[src/rtl/shift_reg_univ.sv]
// shift_reg_univ
//   Parametrised universal shift register: SHL / SHR / ROL / ROR / ASR,
//   single-step shifting under direct control, and a counted multi-step
//   shift with a busy/done handshake.
//
// Parameters
//   WIDTH  register width, >= 2
//   AMT_W  width of the step-count input, 2**AMT_W - 1 >= WIDTH
//
// Ports
//   clk    rising-edge clock
//   clr_n  asynchronous active-low reset
//   clr    synchronous clear (also aborts a counted shift)
//   ld     parallel load of din (idle only)
//   din    parallel load data
//   shift  one step in the live mode (idle only)
//   start  begin a counted shift of amt steps (idle only)
//   mode   shift mode, latched at start
//   amt    step count, latched at start
//   si     serial input, sampled live on every step
//   dout   register contents
//   so     bit shifted/rotated out by the most recent step
//   busy   counted shift in progress
//   done   one-cycle pulse when a counted shift completes
//
// States
//   S_IDLE | accepts clr / ld / start / shift in that priority
//   S_BUSY | one step per edge in latched mode until count reaches 0
module shift_reg_univ #(
  parameter int WIDTH = 8,
  parameter int AMT_W = 4
) (
  input  logic             clk,
  input  logic             clr_n,
  input  logic             clr,
  input  logic             ld,
  input  logic [WIDTH-1:0] din,
  input  logic             shift,
  input  logic             start,
  input  logic [2:0]       mode,
  input  logic [AMT_W-1:0] amt,
  input  logic             si,
  output logic [WIDTH-1:0] dout,
  output logic             so,
  output logic             busy,
  output logic             done
);

  typedef enum logic {S_IDLE = 1'b0, S_BUSY = 1'b1} state_t;

  state_t           state_q, state_d;
  logic [WIDTH-1:0] dout_q, dout_d;
  logic             so_q, so_d;
  logic             done_q, done_d;
  logic [AMT_W-1:0] cnt_q, cnt_d;
  logic [2:0]       mode_q, mode_d;

  // Returns {so, dout} after one step. Reserved modes hold both values.
  function automatic logic [WIDTH:0] step_f(input logic [2:0]       m,
                                            input logic [WIDTH-1:0] d,
                                            input logic             s,
                                            input logic             so_cur);
    case (m)
      3'b000:  step_f = {d[WIDTH-1], d[WIDTH-2:0], s};
      3'b001:  step_f = {d[0], s, d[WIDTH-1:1]};
      3'b010:  step_f = {d[WIDTH-1], d[WIDTH-2:0], d[WIDTH-1]};
      3'b011:  step_f = {d[0], d[0], d[WIDTH-1:1]};
      3'b100:  step_f = {d[0], d[WIDTH-1], d[WIDTH-1:1]};
      default: step_f = {so_cur, d};
    endcase
  endfunction

  always_comb begin
    state_d = state_q;
    dout_d  = dout_q;
    so_d    = so_q;
    done_d  = 1'b0;
    cnt_d   = cnt_q;
    mode_d  = mode_q;

    case (state_q)
      S_IDLE: begin
        if (clr) begin
          dout_d = '0;
          so_d   = 1'b0;
        end else if (ld) begin
          dout_d = din;
        end else if (start) begin
          mode_d = mode;
          if (amt != '0) begin
            state_d = S_BUSY;
            cnt_d   = amt;
          end else begin
            // Zero-length shift completes immediately.
            done_d = 1'b1;
          end
        end else if (shift) begin
          {so_d, dout_d} = step_f(mode, dout_q, si, so_q);
        end
      end

      S_BUSY: begin
        if (clr) begin
          // Abort: no done pulse.
          state_d = S_IDLE;
          dout_d  = '0;
          so_d    = 1'b0;
          cnt_d   = '0;
        end else begin
          {so_d, dout_d} = step_f(mode_q, dout_q, si, so_q);
          cnt_d = cnt_q - AMT_W'(1);
          if (cnt_q == AMT_W'(1)) begin
            state_d = S_IDLE;
            done_d  = 1'b1;
          end
        end
      end

      default: state_d = S_IDLE;
    endcase
  end

  always_ff @(posedge clk or negedge clr_n) begin
    if (!clr_n) begin
      state_q <= S_IDLE;
      dout_q  <= '0;
      so_q    <= 1'b0;
      done_q  <= 1'b0;
      cnt_q   <= '0;
      mode_q  <= 3'b000;
    end else begin
      state_q <= state_d;
      dout_q  <= dout_d;
      so_q    <= so_d;
      done_q  <= done_d;
      cnt_q   <= cnt_d;
      mode_q  <= mode_d;
    end
  end

  assign dout = dout_q;
  assign so   = so_q;
  assign busy = (state_q == S_BUSY);
  assign done = done_q;

endmodule

[config.mk]
export PLATFORM = sky130hd
export DESIGN_NAME = shift_reg_univ
export DESIGN_NICKNAME = d
export VERILOG_FILES = /design/src/rtl/shift_reg_univ.sv
export SDC_FILE = /design/constraint.sdc
export NUM_CORES = 1
export LEC_CHECK = 0
export CAP_MARGIN = 20
export CORE_ASPECT_RATIO = 0.5
export CORE_UTILIZATION = 50
export CTS_CLUSTER_DIAMETER = 80
export DETAILED_ROUTE_END_ITERATION = 8
export PLACE_DENSITY = 0.8
export SYNTH_ARGS = -nofsm -noshare
export SYNTH_HDL_FRONTEND = slang
export SYNTH_SLANG_ARGS = --single-unit
[constraint.sdc]
create_clock -name clk -period 1.95 [get_ports clk]
set_clock_uncertainty 0.05 [all_clocks]
set_input_delay 0.2925 -clock clk [delete_from_list [all_inputs] [get_ports clk]]
set_output_delay 0.2925 -clock clk [all_outputs]
set_load 0.05 [all_outputs]
## Word level (Yosys, flattened, before mapping)

Cells that the tools add are included.

| word-level totals | value |
|---|---|
| register bits after elaboration | 18 |
| input port bits | 22 |

| cells by class | value |
|---|---|
| add/subtract/negate cells | 1 |
| eq/ne operators | 25 |
| muxes and demuxes | 34 |
| bitwise gates (word level) | 3 |
| reduce and logical (&&, ||, !) cells | 8 |

Operators with widths:

| operator | count |
|---|---|
| $pmux 9 s5 | 2 |
| $mux 8 | 5 |
| $mux 4 | 5 |
| $mux 1 | 17 |
| $pmux 8 s2 | 1 |
| $ne 7x2->1 const B | 2 |
| $eq 3x2->1 const B | 4 |
| $ne 3x3->1 const B | 4 |
| $ne 4x4->1 const B | 3 |
| $reduce_and 4->1 | 3 |
| $ne 2x2->1 const B | 4 |
| $ne 8x3->1 const B | 1 |
| $pmux 4 s2 | 1 |
| $ne 7x3->1 const B | 1 |
| $eq 3x1->1 const B | 2 |
| $eq 3x3->1 const B | 2 |
| $logic_not 3->1 | 2 |
| $ne 6x2->1 const B | 1 |
| $pmux 1 s2 | 3 |
| $reduce_and 6->1 | 1 |
| $reduce_and 5->1 | 1 |
| $eq 4x1->1 const B | 1 |
| $reduce_bool 4->1 | 1 |
| $sub 4x1->4 const B | 1 |
| $not 1->1 | 3 |

## Depth between registers and ports, before layout

| depth | value |
|---|---|
| depth after elaboration | 7 |
| mapped depth | 7 |
| depth with buffers taken out | 5 |

## Worst setup path before layout

No wires, ideal clock.

| timing | value |
|---|---|
| path type | register -> register |
| start | reg state_q (netlist: busy) |
| end | reg dout_q[0] (netlist: dout[0]) |
| library setup time | 126 ps |
| arrival time | 1,604 ps |
| slack | 170 ps |
| stages on the path, launching flop included | 7 |
| buffers on the path | 2 |
| path through | dfrtp_1 > or2_2 > buf_2 > nor2_2 > a21oi_2 > buf_2 > o32a_1 |

| on the way | value |
|---|---|
| word-level cells in the longest chain between the ends | 3 |
| elaborated cells between the ends (all ways) | 7 |
| those cells by class | 4 x eq/ne; 1 x mux; 1 x bitwise; 1 x reduce/logical |

Ends and longest elaborated chain:

| element | line | text |
|---|---|---|
| from (decl) | 51 | `state_t state_q, state_d;` |
| from (signal assigned) | 132 | `state_q <= state_d;` |
| $not 1->1 (no source line) | n/a |  |
| $ne 8x3->1 (no source line) or $ne 4x4->1 (tied branches) | n/a |  |
| $reduce_and 4->1 (no source line) | n/a |  |
| to (signal assigned) | 133 | `dout_q <= dout_d;` |
| to (decl) | 52 | `logic [WIDTH-1:0] dout_q, dout_d;` |

Parallel ways exist; a longest one is shown, timed or not.
A chain may end at the register's enable or synchronous reset.

## Worst setup path after layout

| timing | value |
|---|---|
| start | reg dout_q[4] (netlist: dout[4]) |
| end | out dout[4] |

RTL lines:

| element | line | text |
|---|---|---|
| to (decl) | 43 | `output logic [WIDTH-1:0] dout,` |

No word-level cell between the ends.

==> results.json <==
{
  "globalplace.congestion": 0.8599,
  "drtIter0Drc": 68,
  "boundaryPins": 33,
  "crit_chain": "clkdlybuf4s50_1",
  "cp_slowest_cell": "clkdlybuf4s50_1",
  "rsz0062_at_grt": "no",
  "cp-start-kind": "flip-flop",
  "grt_use_total_pct": 25.26,
  "wirelength_mm": 3.680,
  "tritoncts": "yes",
  "hold_buffers": 0,
  "postCtsSetupBuffers": 0,
  "dpl-instance-area_mm2": 0.001876,
  "cts_buffers": 3,
  "synth.distinct_cells": 42,
  "clk_pin_slew_ps": 80,
  "maxCapViolations": 0,
  "netlist_instances": 168,
  "start_util_pct": 53.80,
  "synth_seq_cells": 18,
  "rrSetupSlack_ps": 240,
  "grtUsageMet3_pct": 5.581,
  "drc_errors": 0,
  "arrival_ps": 1540,
  "drt_first_pass_iters": 4,
  "use_met2_pct": 46.46,
  "synth_area_mm2": 0.001418,
  "status": "finished, final reports clean",
  "die-area_mm2": 0.003065,
  "grt_max_degree": 19,
  "cts.sinks": 18,
  "grt_pass1_wl_mm": 5.747,
  "ys.warnings.count": 0,
  "die_h_um": 39.65,
  "syn_nets": 192,
  "cts.htree.levels": 1,
  "drive_above_1_share_pct": 20.93,
  "total_power_w": 0.002641,
  "cts_resized": 0,
  "synth.top_cell.area_share_pct": 31.77,
  "grt_overflow_total": 0,
  "final_cells": 252,
  "cpLargestDelayFamily": "buffers and inverters",
  "power_density_mw_per_mm2": 1368,
  "required_ps": 1610,
  "final_area_mm2": 0.001931,
  "worst_pin_slew_ps": 507.7,
  "maxSlewHeadroom_pct": 66.05,
  "critical_path_buf_inv_count": 1,
  "use_met1_pct": 30.96,
  "top_usage_layer": "met2",
  "grt_pass1_vias": 1256,
  "synthToLayoutAreaGrowth_pct": 36.19,
  "cp_max_fo": 6,
  "hold_violations": 0,
  "viasPerCell": 5.587,
  "clk_latency_ps": 260,
  "seq_area_frac_synth_pct": 31.77,
  "antenna_found_initial": 0,
  "leakagePower_nw": 0.8108,
  "wl_per_cell_um": 14.60,
  "die_width_um": 77.30,
  "hp-class": "input pin to async pin",
  "synth_top_cells_by_area": "dfrtp_1, nor2_1, a31oi_1, mux2_2, nand2b_1",
  "worst_setup_path_end_kind": "output port",
  "cts_buffer_depth": 2,
  "dp.cells": 248,
  "slowest_delay_ps": 830,
  "layout_min_cycle_time_ps": 1883,
  "hpwl_mm": 2.718,
  "fin_nets": 240,
  "rows": 13,
  "maxSlewViolCount": 0,
  "root_buffer": "clkbuf_8",
  "drtAntennaViolNets": 0,
  "period_share_pct": 96.56,
  "num_antenna_cells": 0,
  "synth_largest_area_cell": "dfrtp_1",
  "avgSynthCellArea_um2": 8.438,
  "hold_ws_ps": 315.4,
  "coreArea_mm2": 0.002635,
  "vdd_ir_drop_max_v": 0.0006888,
  "io_buffers": 32,
  "fmax_mhz": 531.1,
  "critPathKind": "flip-flop to output port",
  "num_vias": 1408,
  "setup_viol": 0
}
-- final cells by class --
class                   count  area, um^2
inverters                   9       33.78
flip-flops and latches     18       450.4
multi-input cells         129       852.1
clock buffers               4       55.05
well taps                  37       46.29
fillers                   220       704.4
repair buffers             55       493.0
-- metrics by stage --
stage | util (%) | TNS, ps | setup WS, ps
detailed placement | 71.18 | -242.6 | -76.61
floorplan | - | 0 | 169.5
finish | 73.27 | 0 | 67.00
global placement | 71.18 | -36.40 | -20.73
CTS | 73.27 | 0 | 56.36
global route | 73.27 | 0 | 18.70
-- path summary, 6_finish.rpt --
path,start,endpoint,cells past startpoint
max,dout[4],dout[4],1
min reg2reg,so,so,1
min in group clk,so,so,1
min,clr_n,dout[4],2
max reg2reg,mode_q[1],dout[0],5
max in group asynchronous,clr_n,mode_q[2],2
-- cells in the mapped netlist, drive strengths merged --
| library cell | instances |
|---|---|
| o32a | 1 |
| o211ai | 3 |
| xnor2 | 2 |
| a311oi | 1 |
| a211oi | 4 |
| ha | 2 |
| nor4 | 1 |
| a221o | 5 |
| a31oi | 12 |
| nand2 | 10 |
| mux2i | 4 |
| nand2b | 10 |
| nor2b | 3 |
| dfrtp | 18 |
| nor2 | 23 |
| and2b | 1 |
| a21oi | 15 |
| a21o | 1 |
| mux2 | 6 |
| clkbuf | 5 |
| nor3 | 2 |
| nand3 | 1 |
| a22oi | 1 |
| a221oi | 2 |
| nor4bb | 1 |
| nor4b | 1 |
| o22a | 2 |
| inv | 9 |
| or2 | 1 |
| buf | 7 |
| o31ai | 2 |
| nor3b | 4 |
| or4 | 1 |
| o21ai | 6 |
| o22ai | 1 |
-- registers in the layout, indices dropped and copies added (netlist names) --
| signal | cells |
|---|---|
| dout | 8 |
| mode_q | 3 |
| done | 1 |
| so | 1 |
| busy | 1 |
| cnt_q | 4 |
-- cell families (layout without fill, tap and decap cells) --
group / Yosys count / count (layout) / share of synthesized area (%)
DFF: 18 / 18 / 31.77
AOI/OAI and AO/OA: 56 / 56 / 27.63
xor gates and xnor gates: 2 / 2 / 1.236
muxes: 10 / 10 / 7.590
buffers and inverters: 21 / 68 / 8.120
and+or+nand+nor: 59 / 59 / 21.89
adders and majority gates: 2 / 2 / 1.765
-- placed cells by master (no fill, tap or decap), types with 3 or more instances in the layout --
| cell type | Yosys | layout |
|---|---|---|
| a221o_1 | 5 | 5 |
| nor2_1 | 22 | 22 |
| a31oi_1 | 12 | 12 |
| dfrtp_1 | 18 | 18 |
| o211ai_1 | 3 | 3 |
| inv_1 | 9 | 9 |
| a211oi_1 | 4 | 4 |
| nand2b_1 | 10 | 10 |
| nor3b_1 | 4 | 4 |
| a21oi_1 | 12 | 12 |
| nand2_1 | 10 | 10 |
| clkdlybuf4s50_1 | 0 | 27 |
| buf_4 | 0 | 27 |
| clkbuf_8 | 2 | 4 |
| o21ai_0 | 6 | 6 |
| mux2_2 | 6 | 6 |
| mux2i_1 | 4 | 4 |
-- metal layers --
metal,part of all wire (%),wire length (um),vias up
li1,-,-,707
met1,48,1752,674
met2,48,1775,27
met3,4.1,152,0
met4,0,0,0
met5,0,0,-
-- report_power, final --
part / internal (W) / total, W / switching (W)
combinational: 0.000651 / 0.00156 / 0.000911
sequential: 0.000538 / 0.000761 / 0.000223
clock: 0.000180 / 0.000319 / 0.000139
total: 0.00137 / 0.00264 / 0.00127
No activity file was read; power rests on OpenSTA's default activity.
